## src/rtl/irq_timer_ctrl.sv

```systemverilog
// irq_timer_ctrl: NCH-channel interrupt source and controller.
// Each channel is raised by a programmable down-counter (one-shot or
// periodic) or by a rising edge on ext_irq. Pending events are latched,
// masked and priority-encoded (lowest index wins) onto a single interrupt.
module irq_timer_ctrl #(
  parameter int NCH   = 4,
  parameter int CNT_W = 16,
  parameter int ID_W  = 3
) (
  input  logic            clk,
  input  logic            reset,
  input  logic            we,
  input  logic [3:0]      addr,
  input  logic [31:0]     wdata,
  output logic [31:0]     rdata,
  input  logic [NCH-1:0]  ext_irq,
  output logic            interrupt,
  output logic [ID_W-1:0] irq_id
);

  localparam logic [3:0] ADDR_MASK    = 4'h8;
  localparam logic [3:0] ADDR_MODE    = 4'h9;
  localparam logic [3:0] ADDR_PENDING = 4'hA;
  localparam logic [3:0] ADDR_OVERRUN = 4'hB;

  logic [CNT_W-1:0] count_q  [NCH];
  logic [CNT_W-1:0] count_d  [NCH];
  logic [CNT_W-1:0] period_q [NCH];
  logic [CNT_W-1:0] period_d [NCH];

  logic [NCH-1:0] mask_q, mask_d;
  logic [NCH-1:0] mode_q, mode_d;
  logic [NCH-1:0] pending_q, pending_d;
  logic [NCH-1:0] overrun_q, overrun_d;
  logic [NCH-1:0] ext_prev_q;

  logic [NCH-1:0] wr_period;
  logic [NCH-1:0] expiry;
  logic [NCH-1:0] ext_edge;
  logic [NCH-1:0] evt;
  logic [NCH-1:0] clr_pend;
  logic [NCH-1:0] clr_ovr;
  logic [NCH-1:0] active;
  logic           wr_mask;
  logic           wr_mode;

  // Upper wdata bits only matter for some registers; fold them so every bit is read.
  logic unused_wdata;
  assign unused_wdata = ^wdata;

  // Decode the write strobe into per-register enables and clear vectors.
  always_comb begin
    // NOTE: every signal assigned in always_comb gets a default first, so no path leaves it unassigned and no latch is inferred.
    wr_period = '0;
    wr_mask   = we && (addr == ADDR_MASK);
    wr_mode   = we && (addr == ADDR_MODE);
    clr_pend  = (we && (addr == ADDR_PENDING)) ? wdata[NCH-1:0] : '0;
    clr_ovr   = (we && (addr == ADDR_OVERRUN)) ? wdata[NCH-1:0] : '0;
    for (int i = 0; i < NCH; i++) begin
      wr_period[i] = we && !addr[3] && (addr[2:0] == 3'(i));
    end
  end

  // Per-channel down-counter; a period write overrides (and discards) an expiry.
  always_comb begin
    expiry = '0;
    for (int i = 0; i < NCH; i++) begin
      count_d[i]  = count_q[i];
      period_d[i] = period_q[i];
      if (wr_period[i]) begin
        count_d[i]  = wdata[CNT_W-1:0];
        period_d[i] = wdata[CNT_W-1:0];
      end else if (count_q[i] == CNT_W'(1)) begin
        expiry[i]  = 1'b1;
        count_d[i] = mode_q[i] ? period_q[i] : '0;
      end else if (count_q[i] != '0) begin
        count_d[i] = count_q[i] - CNT_W'(1);
      end
    end
  end

  // Event merge: timer and edge coalesce; a new event beats a same-cycle clear.
  always_comb begin
    ext_edge  = ext_irq & ~ext_prev_q;
    evt       = expiry | ext_edge;
    pending_d = evt | (pending_q & ~clr_pend);
    overrun_d = (evt & pending_q & ~clr_pend) | (overrun_q & ~clr_ovr);
    mask_d    = wr_mask ? wdata[NCH-1:0] : mask_q;
    mode_d    = wr_mode ? wdata[NCH-1:0] : mode_q;
  end

  // State registers with synchronous reset.
  always_ff @(posedge clk) begin
    if (reset) begin
      // NOTE: the count/period arrays are reset too, since reset must abandon any countdown in flight.
      for (int i = 0; i < NCH; i++) begin
        count_q[i]  <= '0;
        period_q[i] <= '0;
      end
      mask_q     <= '0;
      mode_q     <= '0;
      pending_q  <= '0;
      overrun_q  <= '0;
      ext_prev_q <= '0;
    end else begin
      // NOTE: sequential state uses non-blocking assignment so every flop samples pre-edge values.
      for (int i = 0; i < NCH; i++) begin
        count_q[i]  <= count_d[i];
        period_q[i] <= period_d[i];
      end
      mask_q     <= mask_d;
      mode_q     <= mode_d;
      pending_q  <= pending_d;
      overrun_q  <= overrun_d;
      ext_prev_q <= ext_irq;
    end
  end

  // Masked interrupt and lowest-index priority encode.
  always_comb begin
    active    = pending_q & mask_q;
    interrupt = |active;
    irq_id    = '0;
    for (int i = NCH - 1; i >= 0; i--) begin
      if (active[i]) irq_id = ID_W'(i);
    end
  end

  // Combinational register read; unmapped addresses return 0.
  always_comb begin
    rdata = '0;
    if (!addr[3]) begin
      for (int i = 0; i < NCH; i++) begin
        if (addr[2:0] == 3'(i)) rdata = 32'(count_q[i]);
      end
    end else begin
      case (addr)
        ADDR_MASK:    rdata = 32'(mask_q);
        ADDR_MODE:    rdata = 32'(mode_q);
        ADDR_PENDING: rdata = 32'(pending_q);
        ADDR_OVERRUN: rdata = 32'(overrun_q);
        default:      rdata = '0;
      endcase
    end
  end

endmodule

```

## config.mk

```make
export PLATFORM = sky130hd
export DESIGN_NAME = irq_timer_ctrl
export DESIGN_NICKNAME = d
export VERILOG_FILES = /design/src/rtl/irq_timer_ctrl.sv
export SDC_FILE = /design/constraint.sdc
export NUM_CORES = 1
export LEC_CHECK = 0
export ABC_AREA = 1
export CAP_MARGIN = 30
export CORE_AREA = 2 2 143 145
export CTS_CLUSTER_SIZE = 14
export DETAILED_ROUTE_END_ITERATION = 8
export DIE_AREA = 0 0 145 147
export PLACE_DENSITY = 0.62
export SLEW_MARGIN = 25
export SYNTH_ARGS = -nofsm -noshare
export SYNTH_HDL_FRONTEND = slang
export SYNTH_SLANG_ARGS = --single-unit
```

## constraint.sdc

```tcl
create_clock -name clk -period 4.67 [get_ports clk]
set_input_delay 0.7005 -clock clk [delete_from_list [all_inputs] [get_ports clk]]
set_output_delay 0.7005 -clock clk [all_outputs]
set_load 0.02 [all_outputs]
```

Word level (Yosys, flattened, before mapping)
Memory sizes are Yosys's and may differ from the RTL's.
Cells that the tools add are included.
{ "totals": {"regBits": 20, "latchBits": 0, "mem_bits_rw": 128, "romBits": 0, "in_bits": 43, "output_inout_bits": 36, "elab_cells": 109, "memories": 2} }
{ "memory_table": {"columns": ["name", "words", "word_bits", "read_ports", "rd_clocked_by_memory_dff", "write_ports", "line", "rtl"], "rows": [
  ["count_q", 4, 16, 4, 0, 4, "26", "logic [CNT_W-1:0] count_q [NCH];"],
  ["period_q", 4, 16, 4, 0, 4, "28", "logic [CNT_W-1:0] period_q [NCH];"]
]} }
{ "op_classes": {"addsub": 4, "multipliers": 0, "n_div": 0, "magnitude_cmp": 0, "eq_ne": 11, "shift": 0, "mux": 51, "n_bitwise": 20, "reduce_logical": 16} }
{ "ops": {"columns": ["operator", "count"], "rows": [
  ["2-to-1 mux 16 bit", 29],
  ["2-to-1 mux 32 bit", 4],
  ["equality test 16 x 1 -> 1 bit (second input constant)", 4],
  ["nonzero test 16 bit", 4],
  ["subtractor 16 x 1 -> 16 bit (second input constant)", 4],
  ["AND 4 bit", 6],
  ["equality test 4 bit (second input constant)", 4],
  ["one-hot mux 4 bit (4 select lines)", 1],
  ["NOT 4 bit", 3],
  ["OR 4 bit", 3],
  ["2-to-1 mux 1 bit", 11],
  ["logical AND 1 bit", 9],
  ["2-to-1 mux 3 bit", 3],
  ["2-to-1 mux 4 bit", 2],
  ["OR 1 bit", 8],
  ["equality test 3 x 2 -> 1 bit (second input constant)", 2],
  ["OR reduction 4 bit", 1],
  ["equality test 3 x 1 -> 1 bit (second input constant)", 1],
  ["logical NOT 3 bit", 1],
  ["2-to-1 mux 2 bit", 1],
  ["logical NOT 1 bit", 1]
]} }

Logic depth before layout (Yosys ltp)
Gate-level depths: netlist of the first run.
{ "depth": {"depth_word": 8, "ltp_mapped": 12, "depth_no_buf": 11} }

Worst setup path before layout of the first run
No wires, ideal clock.
{ "synth_timing": {"path_type": "input port to output port", "from": "input addr[1]", "to": "output rdata[10]", "t_arrival_ps": 1821, "required_time_ps": 3970, "path_slack_ps": 2148, "path_stages": 7, "n_path_buf": 2, "path_cell_list": "inv_2 > nor2_4 > nand2_1 > buf_2 > buf_1 > o221ai_1 > nor2_1"} }
{ "synth_between": {"elab_chain_len": 6, "elab_cells_between_ends": 9, "cone_classes": "eq/ne (3); mux (5); reduce/logical (1)"} }
{ "synth_lines": {"columns": ["item", "line", "rtl"], "rows": [
  ["from (decl)", "13", "input logic [3:0] addr,"],
  ["logical NOT 3 bit", "134", "if (addr[2:0] == 3'(i)) rdata = 32'(count_q[i]);"],
  ["2-to-1 mux 16 bit", "134", null],
  ["2-to-1 mux 32 bit (2 in series)", "134", null],
  ["2-to-1 mux 32 bit *", "134", null],
  ["2-to-1 mux 32 bit *", "132", "if (!addr[3]) begin"],
  ["to (decl)", "15", "output logic [31:0] rdata,"]
]} }
Mark *: on every way between the ends. The rest lies on a longest branch, timed or not.

Final worst setup path of the first run
{ "layout_timing": {"from": "input addr[1]", "to": "output rdata[2]"} }
{ "layout_between": {"elab_chain_len": 6, "elab_cells_between_ends": 14, "cone_classes": "eq/ne (7); mux (6); reduce/logical (1)"} }
{ "layout_lines": {"columns": ["item", "line"], "rows": [
  ["logical NOT 3 bit", "134"],
  ["2-to-1 mux 16 bit", "134"],
  ["2-to-1 mux 32 bit (3 in series)", "134"],
  ["2-to-1 mux 32 bit *", "132"]
]} }
Marked as above.

==> results of run 1 <==
==> stage by stage <==
stage          hold slack, ns  instance area, um^2  setup slack [ns]   util  std cells
5_1_grt                 0.483                 9860             0.636  0.497       1660
2_1_floorplan           0.439                 8790              2.15      -       1362
3_5_place_dp            0.458                 9280             0.850  0.468       1629
6_report                0.465                 9860             0.821  0.497       1660
4_1_cts                 0.468                 9860             0.844  0.497       1660
3_3_place_gp            0.450                 9280             0.842  0.468       1629
==> logic make-up after synthesis <==
kind of cell,after synthesis,share of synthesized area
simple gates,716,0.365
buf+inv,229,0.114
compound gates,223,0.146
flops,148,0.339
xor+xnor,17,0.0171
fa+ha+maj,12,0.0172
other cells,1,0.000430
==> flip-flops by register name, summed over array words and instances (netlist names) <==
signal	count
count_q	64
period_q	64
ext_prev_q	4
mask_q	4
mode_q	4
overrun_q	4
pending_q	4
==> worst max-delay path: cells and delay by family <==
kind                   cells  cell delay (ns)
AND/OR/NAND/NOR            5             0.95
AO/OA/AOI/OAI              1             0.17
buffers and inverters      4             1.32
==> placed cells by master (no fill, tap or decap), types with 12 or more instances in the layout <==
cell type and instances:
ha_1 12, nand2_1 326, o22ai_1 23, nor2_2 17
inv_2 15, a21oi_1 86, conb_1 17, nand4_1 20
dfxtp_1 148, inv_1 157, clkbuf_16 17, nor2_1 224
o21ai_0 65, clkdlybuf4s50_1 44, xor2_1 12, nor2_4 12
nand3_1 83
==> path summary, 6_finish.rpt <==
check | cells after the start | start | endpoint
worst max-delay path | 10 | addr[1] | rdata[2]
worst min-delay path | 2 | period_q[0][2] | period_q[0][2]
worst max register to register | 7 | count_q[1][8] | count_q[1][7]
worst min register to register | 2 | period_q[0][2] | period_q[0][2]
==> metal layers <==
metal | up-vias | wire length, um
met2 | 238 | 12100
met3 | 36 | 1550
met5 | - | 0
li1 | 4356 | -
met1 | 3975 | 13000
met4 | 0 | 605
==> final cells by class <==
cell class | instances | area [um^2] | area share
clock inverters | 12 | 131 | 0.0133
well taps | 270 | 338 | 0.0343
repair buffers | 49 | 478 | 0.0485
clock buffers | 19 | 443 | 0.0449
flip-flops and latches | 148 | 2960 | 0.301
multi-input cells | 985 | 4830 | 0.490
inverters | 177 | 674 | 0.0684
==> power by group through the flow <==
stage | Sequential (uW) | Combinational (uW) | Clock [uW]
2_1_floorplan | 1730 | 2380 | 0
3_3_place_gp | 1850 | 2900 | 0
5_1_grt | 1860 | 3370 | 1430
3_5_place_dp | 1850 | 2920 | 0
4_1_cts | 1830 | 2940 | 1380
6_report | 1840 | 2960 | 1360
==> results.md, run 1 <==
* Post-route ant nets at 0
* Critical Path End Type: output port
* Yosys synthesis warning count at 0
* Row cnt at 52
* Final Cycle Share at 0.824
* RSZ-0062 raised after global routing: no
* CTS Buf Count at 17
* Met1 Use GR at 0.364
* Initial antenna violation count at 0
* Number of synthesized flops with an enable pin at 0
* Worst-margin pin slew at 0.861 ns
* Synthesized area at 8730 um^2
* # Post-CTS Setup Buffers at 0
* Final Net Count at 1433
* Tmin final at 3.85 ns
* Min-Delay Path Class: flip-flop to flip-flop
* Gr busiest metal: met2
* Diodes inserted at 0
* Int Pwr at 3350 uW
* Startpoint types: input port
* Clock Sinks at 148
* Filler Cell Count at 2059
* Final Hold Viols at 0
* Drt pass-1 iters at 6
* Largest net degree at the start of global routing at between 60 and 70
* Count of input and output buffers at 45
* Share of the synthesized area in the top cell type at 0.339
* DRT iter0 DRCs at 755
* Max_cap viols at 0
* Crit path max fanout at 13
* Clock-pin slew on the worst setup and hold paths at 0.07 ns
* WL per Instance at between 15 and 20 um
* CTS tree: built
* Syn avg cell area at 6.48 um^2
* FMAX at 0.260 GHz
* Crit path arrival time at 3.15 ns
* CP cell instances: clkdlybuf4s50_1 -> inv_2 -> nor2_4 -> nand2_2 -> nor2_1 -> inv_1 -> o21ai_0 -> nor2_1 -> nand2_1 -> clkdlybuf4s50_1
* Final WL at around 27000 um
* Max Slew Vio Count at 0
* Resized Gates After CTS at 0
* Share of post-route cells with drive strength above 1 at 0.0827
* Routability cong. at around 0.94
* Slowest cell on crit path: clkdlybuf4s50_1
* Top post-synthesis cells by count: nand2_1, nor2_1, inv_1
* DRC violations left at 0
* Met3 Use GR at 0.0339
* Top post-synthesis cells by area: dfxtp_1, nand2_1, nor2_1, inv_1, a21oi_1
* Pwr Total at between 6000 and 7000 uW
* Sequential fraction of the synthesis area at 0.339
* Worst EP required at 3.97 ns
* Net Sw Power at 2820 uW
* DR vias/cell at a little over 5
* Clock Path Buffers at 2
* Crit-path max cell delay at 0.62 ns
* H-tree Lvls at 4
* Worst-skew pair later-pin latency at 0.43 ns
* Combinational share of power at 0.480
* Switching share of power at 0.457
* Clock Tree Root: clkbuf_16
* Vias in the first global route at 7553
* Grt total ovfl at 0
* Via Count at 8605
* Synth Flop Type: dfxtp_1
* Yosys reg bits at 148
* Die Span Y at 147 um
* Hold buffers post-CTS at 0
* DP HPWL at 20000 um
* First-pass GRT wire length at 42400 um
* Synthesis-to-finish area growth at 12.9%
* Post-synthesis async set-or-reset flop share at 0
* Count of cell types in the netlist at 44
* Register-to-register setup slack at 2.44 ns
* Setup TNS at 0 ns
* Relative slew slack at 0.426
* Kind of critical path: input port to output port
* Reg power frac at 0.299
* Max IR drop VDD at 277 uV
* Die area at 21300 um^2
* Clock skew at 0.00993 ns
* Final setup violation count at 0
* Initial Util at 0.440
* Die width at 145 um
* PD cells at approximately 630 nW/um^2
* I/O pin count at 79
* All-Layer GR Usage at 0.257
* Core region area at between 15000 and 20000 um^2
* Status: complete, no violations
* Most frequent cell after synthesis: nand2_1
* Syn Inst Count at around 1300
* Clock share of power at 0.221
* Static Leak at 0.00438 uW
* Met2 usage at 0.405
* Yosys top cell by area: dfxtp_1
(Power assumes the default switching activity.)
==> run 2, diff against run 1 <==
- clock period: 4.67 -> 3.95 ns (I/O delays scaled with it)
==> run 2 against run 1 <==
Effect of this change: cell count is 0.30% higher; setup slack worse by 0.42 ns; die area stayed put; worst hold slack worse by 0.0019 ns; global-route usage is 0.78 points higher; register-to-register slack worse by 0.52 ns; sequential cell count stayed put; largest cell class unchanged; largest power group unchanged.
==> results.md, run 2 (same netlist as run 1, synthesis figures left out) <==
* Static Leak at 0.00441 uW (+0.58%)
* DRC violations left at 0 (unchanged)
* Crit path arrival time at 2.96 ns (-0.19 ns)
* Tmin final at around 3.6 ns
* Synthesis-to-finish area growth at 13.3%
* DRT iter0 DRCs at 770 (+2.0%)
* Final setup violation count at 0 (unchanged)
* Clock Sinks at 148 (unchanged)
* Final Hold Viols at 0 (unchanged)
* Min-Delay Path Class: flip-flop to flip-flop
* Hold buffers post-CTS at 0 (unchanged)
* Worst-margin pin slew at 0.824 ns (-0.0367 ns)
* Startpoint types: input port
* Clock Tree Root: clkbuf_16
* First-pass GRT wire length at 43400 um (+2.4%)
* Core region area at 19800 um^2 (unchanged)
* Crit path max fanout at 13 (unchanged)
* Clock skew at 0.0104 ns (+0.000488 ns)
* Grt total ovfl at 0 (unchanged)
* Post-route ant nets at 0 (unchanged)
* Routability cong. at 0.970 (+3.3%)
* DP HPWL at 20200 um (+1.2%)
* DRT met1 WL at 12800 um (-1.9%)
* Initial Util at 0.440 (unchanged)
* CP cell instances: clkdlybuf4s50_1 -> nor2_2 -> nand2_1 -> inv_2 -> nand2_1 -> o22ai_1 -> nor2_1 -> nand2_1 -> clkdlybuf4s50_1
* Die area at 21300 um^2 (unchanged)
* FMAX at between 0.2 and 0.3 GHz
* CTS tree: built
* WL per Instance at 16.7 um (+1.4%)
* Clock Path Buffers at 2 (unchanged)
* Clock-pin slew on the worst setup and hold paths at 0.07 ns (about the same)
* Final WL at 27800 um (+1.7%)
* Die width at 145 um (unchanged)
* Commonest non-fill, non-tap cells in the layout: nand2_1, nor2_1, inv_1
* Final Cycle Share at 0.899
* Setup TNS at 0 ns (unchanged)
* Largest net degree at the start of global routing at 59 (-3.3%)
* WL met3 at 1980 um (+28%)
* Critical Path End Type: output port
* # Post-CTS Setup Buffers at 0 (unchanged)
* Post-route setup slack at 0.400 ns (-0.421 ns)
* Drt pass-1 iters at 6 (unchanged)
* RSZ-0062 raised after global routing: no
* Count of input and output buffers at 45 (unchanged)
* Non-Filler Instances at 1665 (+0.30%)
* DR vias/cell at 5.19 (about the same)
* Pre-CTS setup slack at 0.443 ns (-0.407 ns)
* Resized Gates After CTS at 0 (unchanged)
* Final Net Count at 1437 (+0.28%)
* PD cells at 739 nW/um^2 (+18%)
* Cell total after placement at 1633 (+0.25%)
* Vias in the first global route at 7741 (+2.5%)
* Worst-skew pair later-pin latency at 0.45 ns (+0.02 ns)
* Max_cap viols at 0 (unchanged)
* Top cell by count, worst path: nand2_1
* Share of post-route cells with drive strength above 1 at 0.0867 (+0.00400)
* Diodes inserted at 0 (unchanged)
* Crit-path max cell delay at 0.62 ns (about the same)
* Via Count at 8634 (+0.34%)
* Max IR drop VDD at 334 uV (+20%)
* I/O pin count at 79 (unchanged)
* Slowest cell on crit path: clkdlybuf4s50_1
* Worst EP required at 3.36 ns (-0.61 ns)
* Top Metal Used: met4
* H-tree Lvls at 4 (unchanged)
* Initial antenna violation count at 0 (unchanged)
* CTS Buf Count at 17 (unchanged)
* Most common library cell in the layout ignoring fill and taps: nand2_1
* Kind of critical path: input port to output port
* Largest registers: count_q (64), period_q (64)
* Status: complete, no violations
* DR WL met2 at 12200 um (+0.90%)
* Die Span Y at 147 um (unchanged)
* Row cnt at 52 (unchanged)
* Max Slew Vio Count at 0 (unchanged)
* All-Layer GR Usage at 0.264 (+0.00779)
* Relative slew slack at 0.451 (+0.0244)
==> run 2: cell count changes in the layout (fill, tap and decap cells not counted), sizes merged <==
cell and delta:
buf +4, inv +4, clkbuf -2, bufinv -1
clkinv +1, clkinvlp -1
==> run 2: worst max-delay path, delay by kind of cell <==
| family | cells | cell delay [ns] |
|---|---|---|
| buffers and inverters | 3 | 1.38 |
| and+or+nand+nor | 5 | 0.81 |
| AOI/OAI and AO/OA | 1 | 0.18 |
==> run 2: power by group <==
| group | internal, uW | leakage [uW] | switching, uW |
|---|---|---|---|
| Sequential | 1790 | 0.00121 | 385 |
| Clock | 884 | 0.000276 | 736 |
| Combinational | 1230 | 0.00292 | 2290 |
==> run 2: final cells by class <==
class / instances / area (um^2)
inverter: 177 / 674
sequential: 148 / 2960
multi-input combinational: 985 / 4830
fill: 2043 / 9960
clock inverter: 15 / 149
clock buffer: 17 / 425
tap: 270 / 338
timing repair buffer: 53 / 508
==> run 2: final timing paths <==
check | start | endpoint | slack, ns | depth (start not counted)
worst max-delay path | addr[2] | rdata[2] | 0.40 | 9
worst min-delay path | period_q[0][5] | period_q[0][5] | 0.46 | 2
worst max register to register | count_q[3][1] | count_q[3][12] | 1.92 | 11
worst min register to register | period_q[0][5] | period_q[0][5] | 0.46 | 2
==> run 2: per-stage QoR <==
| step | hold slack, ns | utilization | power [uW] | cell area [um^2] |
|---|---|---|---|---|
| 5_1_grt | 0.482 | 0.498 | 7900 | 9890 |
| 6_report | 0.464 | 0.498 | 7310 | 9890 |
| 3_3_place_gp | 0.450 | 0.469 | 5620 | 9310 |
| 3_5_place_dp | 0.457 | 0.469 | 5650 | 9310 |
| 2_1_floorplan | 0.439 | - | 4850 | 8790 |
| 4_1_cts | 0.467 | 0.498 | 7280 | 9890 |
==> run 2: metal layers <==
| layer | up-vias | track usage |
|---|---|---|
| li1 | 4368 | - |
| met1 | 3939 | 0.368 |
| met2 | 292 | 0.414 |
| met3 | 35 | 0.0460 |
| met4 | 0 | 0.0921 |
| met5 | - | 0 |
==> run 3, diff against run 2 <==
- GPL_ROUTABILITY_DRIVEN: not set -> 0
==> run 3 against run 2 <==
Effect of this change: worst hold slack lost 0.0017 ns; cell count unchanged; sequential cell count stayed put; critical endpoint unchanged; sequential share of layout area fell by 0.22 points; fmax is 3.6% lower; global-route usage is 0.23 points lower.
==> results.md, run 3 (same netlist as run 1, synthesis figures left out) <==
* Clock Sinks at 148 (unchanged)
* Clock Tree Root: clkbuf_16
* Combinational share of power at 0.469 (-0.011)
* Grt total ovfl at 0 (unchanged)
* Final Cycle Share at 0.933 (+0.0338)
* Int Pwr at 4150 uW (+6.3%)
* Net Sw Power at 3360 uW (-1.3%)
* Met1 Use GR at 0.368 (-0.000592)
* Clock share of power at 0.241 (+0.019)
* Hold buffers post-CTS at 0 (unchanged)
* Final Net Count at 1436 (-0.070%)
* All-Layer GR Usage at 0.262 (-0.00225)
* Clock Path Buffers at 2 (unchanged)
* FF/Latch Area at 2960 um^2 (unchanged)
* Static Leak at 0.00444 uW (+0.83%)
* Drt pass-1 iters at 6 (unchanged)
* Gr busiest metal: met2
* FMAX at 0.271 GHz (-3.6%)
* CTS Buf Count at 17 (unchanged)
* Initial Util at 0.440 (unchanged)
* Resized Gates After CTS at 0 (unchanged)
* RR Startpoint: count_q[3][1]
* Worst hold stages at 2 (unchanged)
* H-tree Lvls at 4 (unchanged)
* First-pass GRT wire length at 43100 um (-0.70%)
* Hold Startpoint: period_q[0][3]
* Max_cap viols at 0 (unchanged)
* Final core utilization at 0.502 (+0.00366)
* Clock skew at 0.00855 ns (-0.00187 ns)
* DRT iter0 DRCs at 808 (+4.9%)
* Met3 Use GR at 0.0488 (+0.00280)
* Share of post-route cells with drive strength above 1 at 0.0854 (-0.00137)
* RSZ-0062 raised after global routing: no
* DR vias/cell at 5.20 (+0.24%)
* Area occupied by multi-input gates at 4830 um^2 (unchanged)
* I/O pin count at 79 (unchanged)
* PD cells at 754 nW/um^2 (+2.0%)
* Synthesis-to-finish area growth at 14.1%
* Final setup violation count at 0 (unchanged)
* Initial antenna violation count at 1 (+1)
* Die Span Y at 147 um (unchanged)
* Count of input and output buffers at 45 (unchanged)
* Commonest non-fill, non-tap cells in the layout: nand2_1, nor2_1, inv_1
* DRC violations left at 0 (unchanged)
* Via Count at 8655 (+0.24%)
* Register-to-register setup slack at 1.90 ns (-0.02 ns)
* Pwr Total at 7510 uW (+2.8%)
* Most common library cell in the layout ignoring fill and taps: nand2_1
* RR Endpoint: count_q[3][12]
* Status: complete, no violations
* CTS tree: built
* WL per Instance at 16.6 um (-0.58%)
* Tmin final at 3.68 ns (+0.134 ns)
* Worst-margin pin slew at 0.799 ns (-0.0247 ns)
* Worst R2R Path Depth at 11 (unchanged)
* Switching share of power at 0.448 (-0.0184)
* Largest registers: count_q (64), period_q (64)
* Largest net degree at the start of global routing at 59 (unchanged)
* Crit path max fanout at 17 (+4)
* Clock-pin slew on the worst setup and hold paths at 0.07 ns (about the same)
* Vias in the first global route at 7754 (+0.17%)
* Max Slew Vio Count at 0 (unchanged)
* Startpoint types: input port
* WHS Endpoint: period_q[0][3]
* Min-Delay Path Class: flip-flop to flip-flop
* Post-route setup slack at 0.266 ns (-0.134 ns)
* Row cnt at 52 (unchanged)
* Critical Path End Type: output port
* Setup TNS at 0 ns (unchanged)
* Final Hold Viols at 0 (unchanged)
* Relative slew slack at 0.467 (+0.0165)
* Post-route ant nets at 0 (unchanged)
* Crit-path max cell delay at 0.62 ns (about the same)
* CP cell instances: clkdlybuf4s50_1 -> inv_2 -> nor2_4 -> nand2_2 -> nor2_1 -> inv_1 -> o21ai_0 -> nor2_1 -> nand2_1 -> clkdlybuf4s50_1
* Filler Cell Count at 2067 (+1.2%)
* Pre-CTS setup slack at 0.330 ns (-0.113 ns)
* Crit path max-delay family: buffers and inverters
* Reg power frac at 0.291 (-0.007)
* Crit path arrival time at 3.09 ns (+0.13 ns)
* DP HPWL at 20100 um (-0.51%)
* Met2 usage at 0.398 (-0.0167)
* Worst Path Buf+Inv at 4 (+1)
* Max IR drop VDD at 381 uV (+14%)
* Core region area at 19800 um^2 (unchanged)
* # Post-CTS Setup Buffers at 0 (unchanged)
* Slowest cell on crit path: clkdlybuf4s50_1
* Worst EP required at 3.36 ns (about the same)
* Die area at 21300 um^2 (unchanged)
* Kind of critical path: input port to output port
* Die width at 145 um (unchanged)
* Worst-skew pair later-pin latency at 0.43 ns (-0.02 ns)
* Final WL at 27600 um (-0.58%)
-- run 3: cell types whose count changed in the layout (fill, tap and decap cells not counted) --
cell,delta
buf_4,-1
bufinv_16,+3
clkbuf_1,+1
clkbuf_8,+4
clkinv_2,-1
clkinv_4,-2
clkinvlp_4,-2
diode_2,+1
inv_8,-3
-- run 3: worst max-delay path by stage --
stage	from	end	slack, ns	cells past startpoint
detailed placement	addr[1]	rdata[2]	0.33	10
global route	addr[1]	rdata[2]	0.15	10
CTS	addr[1]	rdata[2]	0.32	10
global placement	addr[1]	rdata[2]	0.35	10
finish	addr[1]	rdata[2]	0.27	10
floorplan	addr[1]	rdata[10]	1.64	7
-- run 3: worst register-to-register path, stage by stage, from the launching register on --
cell	delay [ns]
dfxtp_1	0.31
inv_1	0.23
ha_1	0.24
nand2_1	0.06
nor2_1	0.17
nand2_2	0.12
nand2_4	0.14
inv_2	0.15
nand3_1	0.26
nand2_1	0.09
nor2_1	0.11
nor2_1	0.05
-- run 3: power by group through the flow --
stage	combinational (uW)	sequential [uW]	clock, uW
floorplan	2810	2040	0
global placement	3420	2200	0
detailed placement	3460	2190	0
CTS	3480	2170	1820
global route	3990	2210	1880
finish	3520	2190	1810
-- run 3: metal layers --
metal | routed length, um | up-vias
met5 | 13 | -
met4 | 787 | 2
met3 | 1760 | 43
met2 | 11900 | 244
met1 | 13200 | 4001
li1 | - | 4365
-- run 3: stage by stage --
stage | cell area [um^2] | hold WS, ns | instances
after global placement | 9310 | 0.449 | 1632
after floorplan | 8790 | 0.439 | 1362
after global routing | 9960 | 0.474 | 1664
final | 9960 | 0.462 | 1665
after CTS | 9960 | 0.464 | 1664
after detailed placement | 9310 | 0.453 | 1632
-- run 3: final cells by class --
class                      instances  area share
multi-input combinational        985       0.485
timing repair buffer              52      0.0503
clock inverter                    10      0.0168
inverter                         177      0.0677
clock buffer                      22      0.0486
sequential                       148       0.297
antenna                            1    0.000251
tap                              270      0.0339
